**src/rtl/ssd_driver.sv**
```systemverilog
// rtl/ssd_driver.sv - 13-bit binary to 4-digit BCD converter with multiplexed 7-segment scan
// Optional leading-zero blanking when SSD_LEADING_ZERO_BLANK_EN is defined.
module ssd_driver #(
  parameter int REFRESH_BITS = 17
) (
  input  logic        clk,
  input  logic        rst,
  input  logic [12:0] value,
  output logic [3:0]  anode,
  output logic [6:0]  seg,
  output logic [15:0] bcd,
  output logic        busy
);

  localparam logic [1:0] IDLE    = 2'd0;
  localparam logic [1:0] CONVERT = 2'd1;
  localparam logic [1:0] DONE    = 2'd2;
  localparam logic [REFRESH_BITS-1:0] REFRESH_ONE = 1;

  logic [1:0]              state;
  logic [12:0]             last_value;
  logic [12:0]             shift;
  logic [15:0]             work;
  logic [15:0]             work_adj;
  logic [3:0]              iter;
  logic [REFRESH_BITS-1:0] refresh;
  logic [1:0]              digit;
  logic [3:0]              nibble;
  logic [6:0]              font;
  logic                    blank;

  assign busy = (state != IDLE);

  // Double-dabble correction: bump every nibble >= 5 before the shift.
  always_comb begin
    work_adj = work;
    for (int i = 0; i < 4; i++) begin
      if (work[4*i +: 4] >= 4'd5) work_adj[4*i +: 4] = work[4*i +: 4] + 4'd3;
    end
  end

  always_ff @(posedge clk or posedge rst) begin
    if (rst) begin
      state      <= IDLE;
      last_value <= '0;
      shift      <= '0;
      work       <= '0;
      iter       <= '0;
      bcd        <= '0;
    end else begin
      case (state)
        IDLE: begin
          if (value != last_value) begin
            last_value <= value;
            shift      <= value;
            work       <= '0;
            iter       <= '0;
            state      <= CONVERT;
          end
        end
        CONVERT: begin
          work  <= {work_adj[14:0], shift[12]};
          shift <= {shift[11:0], 1'b0};
          iter  <= iter + 4'd1;
          if (iter == 4'd12) state <= DONE;
        end
        DONE: begin
          bcd   <= work;
          state <= IDLE;
        end
        default: state <= IDLE;
      endcase
    end
  end

  assign digit  = refresh[REFRESH_BITS-1 -: 2];
  assign nibble = bcd[{digit, 2'b00} +: 4];

  always_comb begin
    case (nibble)
      4'd0:    font = 7'b1000000;
      4'd1:    font = 7'b1111001;
      4'd2:    font = 7'b0100100;
      4'd3:    font = 7'b0110000;
      4'd4:    font = 7'b0011001;
      4'd5:    font = 7'b0010010;
      4'd6:    font = 7'b0000010;
      4'd7:    font = 7'b1111000;
      4'd8:    font = 7'b0000000;
      4'd9:    font = 7'b0010000;
      default: font = 7'b1111111;
    endcase
  end

`ifdef SSD_LEADING_ZERO_BLANK_EN
  // A digit is blank only when it and every digit above it are zero; digit 0 always shows.
  always_comb begin
    case (digit)
      2'd3:    blank = (bcd[15:12] == 4'd0);
      2'd2:    blank = (bcd[15:8] == 8'd0);
      2'd1:    blank = (bcd[15:4] == 12'd0);
      default: blank = 1'b0;
    endcase
  end
`else
  assign blank = 1'b0;
`endif

  always_ff @(posedge clk or posedge rst) begin
    if (rst) begin
      refresh <= '0;
      anode   <= 4'b1111;
      seg     <= 7'b1111111;
    end else begin
      refresh <= refresh + REFRESH_ONE;
      anode   <= ~(4'b0001 << digit);
      seg     <= blank ? 7'b1111111 : font;
    end
  end

endmodule
```
**config.mk**
```make
export PLATFORM = sky130hd
export DESIGN_NAME = ssd_driver
export DESIGN_NICKNAME = d
export VERILOG_FILES = /design/src/rtl/ssd_driver.sv
export SDC_FILE = /design/constraint.sdc
export NUM_CORES = 1
export LEC_CHECK = 0
export BUFFER_PORTS_ARGS = -buffer_cell sky130_fd_sc_hd__buf_2
export CAP_MARGIN = 20
export CORE_UTILIZATION = 59
export CTS_BUF_LIST = sky130_fd_sc_hd__clkbuf_16
export DETAILED_ROUTE_END_ITERATION = 6
export GPL_TIMING_DRIVEN = 0
export PLACE_DENSITY = 0.91
export SYNTH_ARGS = -nofsm -noshare
export SYNTH_HDL_FRONTEND = slang
export SYNTH_SLANG_ARGS = --single-unit
```
**constraint.sdc**
```tcl
create_clock -name clk -period 3.2 [get_ports clk]
set_clock_uncertainty 0.05 [all_clocks]
set_input_delay 0.16 -clock clk [delete_from_list [all_inputs] [get_ports clk]]
set_output_delay 0.16 -clock clk [all_outputs]
set_load 0.01 [all_outputs]
```
* Yosys cells after proc, flatten, opt, wreduce, memory -nomap -nowiden *
Memory sizes are Yosys's and may differ from the RTL's. A register that Yosys moved wholly into a read port is not among the register bits.
Index checks and enable logic that the tools add are counted.

operators by class
  $add $sub $neg = 6
  order comparisons = 4
  eq/ne operators = 6
  shift operators = 2
  mux-type cells = 13
  bitwise logic cells = 1
  reduce and logical (&&, ||, !) cells = 6

operators with widths
  cell                                                                                 number
  16-bit case mux with 2 select lines                                                  1
  13-bit case mux with 2 select lines                                                  1
  17-bit by 1-bit adder with 17-bit output, second input constant                      1
  4-bit by 3-bit greater-or-equal comparator with 1-bit output, second input constant  4
  16-bit 2-to-1 mux                                                                    1
  4-bit 2-to-1 mux                                                                     4
  16-bit by 5-bit indexed part select with 4-bit output                                1
  13-bit 2-to-1 mux                                                                    1
  13-bit != test                                                                       1
  4-bit by 2-bit adder with 4-bit output, second input constant                        3
  4-bit case mux with 2 select lines                                                   1
  2-bit AND reduction                                                                  3
  4-bit by 1-bit adder with 4-bit output, second input constant                        1
  4-bit == test, second input constant                                                 1
  2-bit 2-to-1 mux                                                                     2
  2-bit != test, second input constant                                                 2
  4-bit inverter                                                                       1
  2-bit case mux with 2 select lines                                                   1
  2-bit nonzero test                                                                   2
  1-bit by 2-bit << shifter with 4-bit output, first input constant                    1
  3-bit by 2-bit adder with 3-bit output, second input constant                        1
  3-bit 2-to-1 mux                                                                     1
  2-bit by 1-bit == test with 1-bit output, second input constant                      1
  2-bit == test, second input constant                                                 1
  2-bit zero test                                                                      1

storage, ports and cells
  register bits = 85
  memory bits (read-only) = 112
  output and inout port bits = 28
  logic and storage cells = 47
  memories = 1

memory list
  name             depth  bits a word  rd ports  clocked after Yosys merged registers in  wr ports  line  text
  (no name shown)  16     7            1         1                                        0         80    case (nibble)

* Logic depth before layout (Yosys ltp) *
Gate-level depths: netlist of run 1.

  word-level depth = 3
  mapped depth = 7
  depth with buffers taken out = 7

* Worst setup path after synthesis of run 1 *
OpenSTA, ideal clock, no wires.

  kind = reg-to-reg
  from = register last_value[2]
  to = register last_value[10]
  setup time = 0.125 ns
  arrival time = 1.659 ns
  data required time = 3.025 ns
  setup slack = 1.367 ns
  cell stages (with the launch flop) = 8
  clock period less this slack = 1.833 ns
  cells stage by stage = dfrtp_1 -> xnor2_1 -> nand4_1 -> nor4_2 -> buf_6 -> or2_1 -> buf_6 -> mux2_2

on the way
  longest elaborated chain between the ends = 2

RTL lines
  item                                  line  text
  from (decl)                           21    logic [12:0] last_value;
  from (signal assigned)                54    last_value <= value;
  13-bit != test                        53    if (value != last_value) begin
  2-bit AND reduction (no source line)  -

Every way passes these cells.
A chain may end at the register's enable or synchronous reset.

* Worst setup path in the final report of run 1 *
  from = register last_value[0]
  to = register last_value[8]

Same word-level chain as after synthesis.

==> flow_summary.yaml, run 1 <==
run:
  maxCapViolCount: 0
clock_network:
  clock-sinks: 92
  postCtsSetupBuffers: 0
  cts_tree: "built"
  path_clk_slew_ns: 0.06
  root_buffer: "clkbuf_16"
  cts_resized: 0
  worstSkewPairLatency_ns: 0.34
  htreeDepth: 3
  cts_max_path_buffers: 2
  ctsHoldBuffers: 1
  numCtsBuffers: 9
power_and_ir_drop:
  clockPowerShare_pct: 21.6
  seqPwrFrac_pct: 41.7
  p_leak_nw: 2.35
  pwr-share-comb_pct: 36.8
  power_mw: 4.68
  p_int_mw: 3.04
  ir_drop_mv: 0.450
  switching_share_pct: 35.0
  p_sw_mw: 1.64
  powerDensity_nw_per_um2: 933
layout:
  drive_gt1_share_pct: 23.9
  fin_area_sq_um: 5020
  area_delta_synth_final_pct: 15.0
  layout_common_cells: "81 x dfrtp_1, 46 x buf_2, 36 x nand2_1"
  multiInputGateArea_sq_um: 1850
  post-route-util_pct: 71.9
  fin_nets: 473
  fin_cells: 543
  seq_area_sq_um: 2320
  final_common_cell: "dfrtp_1"
  n_fill_cell: 480
  diodes: 0
logic_synthesis:
  synth_nets: 418
  ys_ff_latch: 92
  synthArstFlopShare_pct: 100
  seq_area_frac_synth_pct: 53.1
  synth_top_family_by_area: "simple AND/OR/NAND/NOR gates"
  ys_types: 43
  synthFlopType: "dfrtp_1"
  synthSimpleGateAreaFrac_pct: 11.6
  synth.area.mux_share_pct: 8.29
  synth_fa_ha_area_share_pct: 4.59
  synth_cells: 387
  synth_compound_area_share_pct: 11.5
  syn_avg_cell_area_sq_um: 11.3
  synth_enable_flop_cells: 0
  syn_area_sq_um: 4360
  yosysWarnings: 0
  synth_xor_area_share_pct: 6.42
sta:
  rsz0062_at_grt: "false"
  max_slew.worst_pin.slew_ns: 0.527
  setup_viol_count_final: 0
  timing.setup.tns_ns: 0
  fin_crit_sh_pct: 66.6
  finalWorstSetupSlack_ns: 1.07
  hold_violations: 0
  slew_headroom_pct: 64.9
  slew_viol_final: 0
  fmax_mhz: 470
  period_minus_slack_ns: 2.13
  hold_slack_ns: 0.0312
global_routing:
  use_met3_pct: 3.58
  grt_pass1_wl_um: 14200
  grt_pass1_vias: 2966
  top_usage_layer: "met2"
  use_met1_pct: 31.9
  antenna_found_initial: 0
  grt_start_max_net_pins: 55
  gr-total-overflow: 0
  grt_usage_pct: 24.6
  met2_usage_pct: 41.0
route:
  ant_nets: 0
  via_per_inst: 5.65
  drt_iter0_markers: 168
  drc_errors: 0
  vias: 3066
  wl_um: 8470
  firstDrtPassIters: 4
  wl_per_cell_um: 15.6
worst_setup_path:
  crit_required_ns: 3.37
  cp_slowest_stage_delay_ns: 0.40
  end_kind: "flip-flop"
  path_common_cell: "buf_6"
  worstSetupPathType: "reg2reg"
  critPathArrivalTime_ns: 2.30
  crit_fanout: 10
  cp_cell_sequence: "xnor2_1 -> nand4_1 -> nor4_2 -> buf_6 -> or2_1 -> buf_6 -> mux2_2"
  reg2reg_setup_slack_ns: 1.07
  crit_path_top_delay_cell: "dfrtp_1"
  critPathLaunchType: "flip-flop"
floorplan:
  initial_core_util_pct: 62.5
  rows: 30
  die_area_sq_um: 7740
  die_h_um: 88.0
  core_area_sq_um: 6980
  io_pins: 43
  die_w_um: 88.0
placed_design:
  dp.final_hpwl_um: 5740
  portBuffers: 42
  placed_area_sq_um: 4720
  dp.cells: 526
  gp_congestion: 0.877
  pre_cts_ws_ns: 1.11
worst_hold_path:
  hp-class: "in2reg"
run_status:
  status: "completed"
critical path: cells and delay by family (launching register included):
kind,cells,cell delay [ns]
AND/OR/NAND/NOR,3,0.64
flip-flops,1,0.40
multiplexers,1,0.35
buffers and inverters,2,0.33
XOR/XNOR,1,0.24
layout make-up:
type	instances	share of cell area [%]
Multi-Input combinational cell	253	36.9
Sequential cell	92	46.2
Timing Repair Buffer	44	4.94
Buffer	16	1.97
Tap cell	96	2.39
Clock inverter	7	1.17
Clock buffer	9	4.49
Inverter	26	2.00
state kept, by name (all words and copies together) (netlist names):
| name | flops |
|---|---|
| iter | 4 |
| refresh | 17 |
| bcd | 16 |
| seg | 7 |
| state | 2 |
| anode | 4 |
| shift | 13 |
| last_value | 13 |
| work | 16 |
path summary, 6_finish.rpt:
path | start | endpoint | depth (start not counted)
worst max-delay path | last_value[0] | last_value[8] | 7
worst min-delay path | value[6] | last_value[6] | 2
worst max register to register | last_value[0] | last_value[8] | 7
worst min register to register | refresh[0] | refresh[0] | 1
max in group asynchronous | rst | seg[6] | 4
min in group asynchronous | rst | refresh[1] | 3
cell families (layout without fill, tap and decap cells):
kind of cell / Yosys count / after routing
xor gates and xnor gates: 32 / 32
DFF: 92 / 92
AOI/OAI and AO/OA: 74 / 74
adders and majority gates: 16 / 16
and+or+nand+nor: 104 / 104
buffers and inverters: 42 / 102
muxes: 27 / 27
power by group through the flow:
stage | Clock (mW) | Combinational, mW | Sequential, mW
after global placement | 0 | 1.59 | 1.93
after CTS | 1.02 | 1.73 | 1.95
after detailed placement | 0 | 1.68 | 1.95
after global routing | 1.07 | 1.94 | 2.00
after floorplan | 0 | 1.23 | 1.93
final | 1.01 | 1.72 | 1.95
synth_stat cells, types with 11 or more instances:
cell | count | area share [%]
xnor2_1 | 29 | 5.8
a22o_1 | 14 | 2.8
mux2_2 | 16 | 4.1
dfstp_2 | 11 | 6.6
inv_1 | 26 | 2.2
nor3_1 | 15 | 1.7
nor2_1 | 16 | 1.4
ha_1 | 16 | 4.6
nand3_1 | 11 | 1.3
o21ai_0 | 24 | 2.8
dfrtp_1 | 81 | 46
a21oi_1 | 13 | 1.5
nand2_1 | 36 | 3.1
routing by layer:
| layer | vias to the layer above | wire, um |
|---|---|---|
| li1 | 1448 | - |
| met1 | 1529 | 3770 |
| met2 | 77 | 4250 |
| met3 | 12 | 291 |
| met4 | 0 | 164 |
| met5 | - | 0 |
Note: power is estimated with default switching activity, not from simulation.
==> run 2: changes to the inputs <==
--- a/config.mk
+++ b/config.mk
@@ -5,13 +5,14 @@
 export SDC_FILE = /design/constraint.sdc
 export NUM_CORES = 1
 export LEC_CHECK = 0
+export ABC_AREA = 1
 export BUFFER_PORTS_ARGS = -buffer_cell sky130_fd_sc_hd__buf_2
 export CAP_MARGIN = 20
 export CORE_UTILIZATION = 59
 export CTS_BUF_LIST = sky130_fd_sc_hd__clkbuf_16
 export DETAILED_ROUTE_END_ITERATION = 6
 export GPL_TIMING_DRIVEN = 0
-export PLACE_DENSITY = 0.91
+export PLACE_DENSITY = 0.9
 export SYNTH_ARGS = -nofsm -noshare
 export SYNTH_HDL_FRONTEND = slang
 export SYNTH_SLANG_ARGS = --single-unit
==> constraint.sdc (replaced) <==
create_clock -name clk -period 2 [get_ports clk]
set_clock_uncertainty 0.05 [all_clocks]
set_input_delay 0.1 -clock clk [delete_from_list [all_inputs] [get_ports clk]]
set_output_delay 0.1 -clock clk [all_outputs]
set_load 0.01 [all_outputs]
==> flow_summary.yaml, run 2 <==
logic_synthesis:
  synthArstFlopShare_pct: 100
  synthFlopType: "dfrtp_1"
  synth_nets: 591
  synth_top_family_by_area: "simple AND/OR/NAND/NOR gates"
  synth_xor_area_share_pct: 3.38
  synth.area.mux_share_pct: 0
  synthSimpleGateAreaFrac_pct: 25.4
  synth_fa_ha_area_share_pct: 4.29
  synth_compound_area_share_pct: 9.14
  ys_ff_latch: 92
  ys_types: 33
  synth_enable_flop_cells: 0
  yosysTopAreaCellShare_pct: 43.4
  syn_avg_cell_area_sq_um: 8.34
  synthTopCellsByCount: "169 x nand2_1, 81 x dfrtp_1, 64 x inv_1"
  synth_largest_area_cell: "dfrtp_1"
  synth_cells: 560
  seq_area_frac_synth_pct: 49.6
  yosysWarnings: 0
  synth.most_common_cell: "nand2_1"
  syn_area_sq_um: 4670
  synth_area_leaders: "dfrtp_1 43%, nand2_1 14%, dfstp_2 6.2%"
placed_design:
  placed_area_sq_um: 5050
  gp_congestion: 0.837
  pre_cts_ws_ns: 0.215
  dp.final_hpwl_um: 7100
  dp.cells: 706
  portBuffers: 42
run:
  maxCapViolCount: 0
global_routing:
  grt_pass1_vias: 3859
  antenna_found_initial: 0
  grt_usage_pct: 25.7
  gr-total-overflow: 0
  grt_start_max_net_pins: 47
  grt_pass1_wl_um: 17100
power_and_ir_drop:
  ir_drop_mv: 0.672
  seqPwrFrac_pct: 39.4
  p_int_mw: 4.63
  clockPowerShare_pct: 21.5
  pwr-share-comb_pct: 39.1
  power_mw: 7.75
  p_leak_nw: 2.79
  p_sw_mw: 3.12
  powerDensity_nw_per_um2: 1450
  switching_share_pct: 40.3
layout:
  regMostFlops: "refresh"
  final_common_cell: "nand2_1"
  n_fill_cell: 620
  largestRegisters: "refresh: 17 flops, bcd: 16 flops, work: 16 flops"
  fin_nets: 647
  fin_area_sq_um: 5350
  largest_reg_flops: 17
  drive_gt1_share_pct: 19.0
  layout_common_cells: "169 x nand2_1, 81 x dfrtp_1, 63 x inv_1"
  fin_cells: 723
  diodes: 0
  post-route-util_pct: 69.6
  area_delta_synth_final_pct: 14.7
sta:
  period_minus_slack_ns: 1.79
  finalWorstSetupSlack_ns: 0.207
  setup_viol_count_final: 0
  max_slew.worst_pin.slew_ns: 0.495
  fin_crit_sh_pct: 89.6
  rsz0062_at_grt: "false"
  slew_viol_final: 0
  hold_slack_ns: 0.0108
  slew_headroom_pct: 67.0
  hold_violations: 0
  timing.setup.tns_ns: 0
  fmax_mhz: 558
worst_setup_path:
  path_common_cell: "nand2_1"
  rr_endpoint: "seg[6]"
  end_kind: "flip-flop"
  crit_required_ns: 2.22
  cp_num_buf_inv: 5
  reg2reg_from: "refresh[16]"
  reg2reg_setup_slack_ns: 0.21
  crit_family: "simple AND/OR/NAND/NOR gates"
  reg2reg_depth: 13
  critPathArrivalTime_ns: 2.01
  cp_cell_sequence: "buf_4 -> inv_2 -> nand2_2 -> inv_2 -> nand2_1 -> nand2_1 -> nor3b_2 -> inv_1 -> ha_1 -> inv_1 -> a21oi_2 -> o21ai_0 -> nand2_1"
  worstSetupPathType: "reg2reg"
  cp_slowest_stage_delay_ns: 0.32
  crit_fanout: 8
  crit_path_top_delay_cell: "dfrtp_1"
  critPathLaunchType: "flip-flop"
route:
  via_per_inst: 5.31
  vias: 3837
  drt_iter0_markers: 238
  wl_um: 9820
  firstDrtPassIters: 7
  drc_errors: 1
  wl_per_cell_um: 13.6
  ant_nets: 0
worst_hold_path:
  hp-class: "in2reg"
  holdCritStartpoint: "value[0]"
  holdPathStages: 3
  whs_endpoint: "last_value[0]"
run_status:
  failed_checks: "design-rule violations"
  status: "complete, but fails checks"
clock_network:
  numCtsBuffers: 9
  root_buffer: "clkbuf_16"
  worstSkewPairLatency_ns: 0.34
  clock-sinks: 92
  postCtsSetupBuffers: 0
  htreeDepth: 3
  path_clk_slew_ns: 0.06
  cts_max_path_buffers: 2
  cts_tree: "built"
floorplan:
  die_area_sq_um: 8270
  die_h_um: 91.0
  io_pins: 43
  rows: 32
  core_area_sq_um: 7690
  die_w_um: 91.0
  initial_core_util_pct: 60.7
[run 2: timing repair]
action | CTS | global route
hold buffers | 1 | 0
endpoints found under the hold margin | 14 | 0
gates resized for setup | 0 | 0
[run 2: power by group through the flow]
stage | Combinational (mW) | Sequential [mW] | Clock (mW)
after floorplan | 2.15 | 3.03 | 0
after global placement | 2.79 | 3.01 | 0
after detailed placement | 3.00 | 3.06 | 0
after CTS | 3.04 | 3.04 | 1.68
after global routing | 3.47 | 3.13 | 1.76
final | 3.03 | 3.05 | 1.67
[run 2: cell type report]
class                           count  area, sq um  area share (%)
Inverter                           72          274            5.12
Clock buffer                        9          225            4.21
Buffer                             19          110            2.06
Sequential cell                    92         2320            43.3
Timing Repair Buffer               45          260            4.86
Clock inverter                      7         67.6            1.26
Multi-Input combinational cell    377         1970            36.8
Tap cell                          102          128            2.38
[run 2: layer usage]
layer	part of all wire, %	GRT usage, %
met5	0	0
met4	1.3	8.47
met3	4.3	4.86
met2	52	46.1
met1	42	31.1
[run 2: cell families (layout without fill, tap and decap cells)]
logic type	count (synthesis)	in the layout
buffers and inverters	91	152
DFF	92	92
AOI/OAI and AO/OA	78	78
adders and majority gates	16	16
and+or+nand+nor	265	265
xor gates and xnor gates	18	18
[run 2: how the worst max path moves through the flow]
| stage | to | cells past startpoint | from | slack [ns] |
|---|---|---|---|---|
| after floorplan | seg[6] | 13 | refresh[16] | 0.42 |
| after global placement | bcd[13] | 2 | rst | 0.22 |
| after detailed placement | seg[6] | 13 | refresh[16] | 0.22 |
| after CTS | seg[6] | 13 | refresh[16] | 0.20 |
| after global routing | seg[3] | 11 | refresh[16] | 0.07 |
| final | seg[6] | 13 | refresh[16] | 0.21 |
[run 2: worst register-to-register path: stages, from the launching register on]
cell     delay [ns]
dfrtp_1        0.32
buf_4          0.16
inv_2          0.06
nand2_2        0.07
inv_2          0.05
nand2_1        0.06
nand2_1        0.06
nor3b_2        0.32
inv_1          0.11
ha_1           0.19
inv_1          0.07
a21oi_2        0.06
o21ai_0        0.08
nand2_1        0.07
==> run 3: changes to the inputs <==
--- a/config.mk
+++ b/config.mk
@@ -12,7 +12,9 @@
 export CTS_BUF_LIST = sky130_fd_sc_hd__clkbuf_16
 export DETAILED_ROUTE_END_ITERATION = 6
 export GPL_TIMING_DRIVEN = 0
-export PLACE_DENSITY = 0.9
+export PLACE_DENSITY_LB_ADDON = 0.1
+export RECOVER_POWER = 25
+export SLEW_MARGIN = 40
 export SYNTH_ARGS = -nofsm -noshare
 export SYNTH_HDL_FRONTEND = slang
 export SYNTH_SLANG_ARGS = --single-unit
==> flow_summary.yaml, run 3 (same netlist as run 2, synthesis figures left out) <==
run_status:
  status: "complete, but fails checks"
  failed_checks: "design-rule violations"
clock_network:
  cts_tree: "built"
  clock-sinks: 92
  numCtsBuffers: 9
  cts_max_path_buffers: 2
  worstSkewPairLatency_ns: 0.33
  path_clk_slew_ns: 0.06
  root_buffer: "clkbuf_16"
  htreeDepth: 3
worst_setup_path:
  crit_path_top_delay_cell: "dfrtp_1"
  end_kind: "flip-flop"
  crit_end: "seg[6]"
  cp_cell_sequence: "inv_1 -> nand3_2 -> inv_2 -> nor3_4 -> inv_2 -> ha_1 -> inv_1 -> a21oi_2 -> o21ai_0 -> nand2_1"
  reg2reg_from: "refresh[15]"
  critPathLaunchType: "flip-flop"
  reg2reg_setup_slack_ns: 0.22
  reg2reg_depth: 10
  cp-startpoint: "refresh[15]"
  crit_required_ns: 2.21
  critPathArrivalTime_ns: 1.99
  crit_fanout: 7
  rr_endpoint: "seg[6]"
  worstSetupPathType: "reg2reg"
  cp_slowest_stage_delay_ns: 0.47
placed_design:
  portBuffers: 42
  dp.cells: 707
  dp.final_hpwl_um: 7050
  gp_congestion: 0.820
sta:
  fmax_mhz: 562
  rsz0062_at_grt: "false"
  setup_viol_count_final: 0
  hold_violations: 0
  max_slew.worst_pin.slew_ns: 0.985
  slew_headroom_pct: 33.9
  slew_viol_final: 0
  timing.setup.tns_ns: 0
  fin_crit_sh_pct: 89.0
  period_minus_slack_ns: 1.78
layout:
  diodes: 0
  drive_gt1_share_pct: 18.6
  multiInputGateArea_sq_um: 1980
  fin_nets: 648
  area_delta_synth_final_pct: 14.7
  n_fill_cell: 648
  largest_reg_flops: 17
  final_common_cell: "nand2_1"
  layout_common_cells: "169 x nand2_1, 81 x dfrtp_1, 66 x inv_1"
  regMostFlops: "refresh"
  seq_area_sq_um: 2320
  largestRegisters: "refresh: 17 flops, bcd: 16 flops, work: 16 flops"
  fin_cells: 724
floorplan:
  die_area_sq_um: 8270
  die_h_um: 91.0
  core_area_sq_um: 7690
  die_w_um: 91.0
  initial_core_util_pct: 60.7
  io_pins: 43
  rows: 32
route:
  drt_iter0_markers: 177
  ant_nets: 0
  wl_per_cell_um: 13.2
  via_per_inst: 5.23
  drc_errors: 1
  firstDrtPassIters: 7
  wl_um: 9570
  vias: 3788
power_and_ir_drop:
  powerDensity_nw_per_um2: 1430
  p_leak_nw: 2.80
  ir_drop_mv: 0.782
global_routing:
  gr-total-overflow: 0
  antenna_found_initial: 0
  grt_pass1_vias: 3769
  grt_start_max_net_pins: 27
  grt_pass1_wl_um: 16800
  grt_usage_pct: 25.5
worst_hold_path:
  hp-class: "in2reg"
run:
  maxCapViolCount: 0
==> run 3: cell count changes in the layout (fill, tap and decap cells not counted), sizes merged <==
cell,change
inv,+2
clkbuf,+1
clkinv,-2
==> run 3: worst min path at each step <==
stage                     cells after the start             to  slack [ns]  startpoint
final                                         3  last_value[9]        0.01    value[9]
after global routing                          3  last_value[9]        0.02    value[9]
after CTS                                     3  last_value[9]       0.009    value[9]
after detailed placement                      2     refresh[0]        0.12         rst
after global placement                        3       shift[0]        0.34    value[0]
after floorplan                               2  last_value[9]        0.20    value[9]
==> run 3: layer usage <==
layer | share of wire, % | track usage (%) | up-vias
met5 | 0 | 0 | -
met4 | 1.8 | 9.52 | 0
met3 | 4.1 | 4.44 | 14
met2 | 50 | 44.1 | 88
met1 | 44 | 32.1 | 1801
li1 | - | - | 1885
==> run 3: power by group <==
| group | switching, mW | leakage (nW) | internal (mW) |
|---|---|---|---|
| logic | 1.86 | 1.53 | 1.13 |
| clock network | 0.694 | 0.143 | 0.954 |
| registers | 0.484 | 1.13 | 2.55 |
| total | 3.04 | 2.80 | 4.63 |
==> run 3: repair_timing <==
action	in CTS	in global routing
hold buffers	1	0
endpoints found under the hold margin	11	0
endpoints found under the setup margin	0	1
setup buffers	0	0
resized for setup	0	1
==> run 3: cell type report <==
class	instances	share of cell area [%]
buffer	19	2.06
clock buffer	9	4.21
clock inverter	7	1.14
inverter	72	5.07
multi-input combinational	377	36.9
sequential	92	43.2
tap	102	2.38
timing repair buffer	46	4.95
==> run 3: through the flow <==
stage          hold WS, ns  power [mW]  area [sq um]  util (%)  setup slack, ns
2_1_floorplan        0.204        5.18          4670         -            0.417
3_3_place_gp         0.339        5.86          5010      65.2            0.172
3_5_place_dp         0.122        6.03          5080      66.0            0.193
4_1_cts            0.00927        7.70          5370      69.9            0.176
5_1_grt             0.0215        8.35          5360      69.7           0.0671
6_report            0.0122        7.67          5360      69.7            0.221
==> run 3: worst max-delay path: cells and delay by family, from the launching register on <==
family / cells / cell delay, ns
compound gates: 2 / 0.14
fa+ha+maj: 1 / 0.21
buf+inv: 4 / 0.38
flops: 1 / 0.47
simple gates: 3 / 0.45
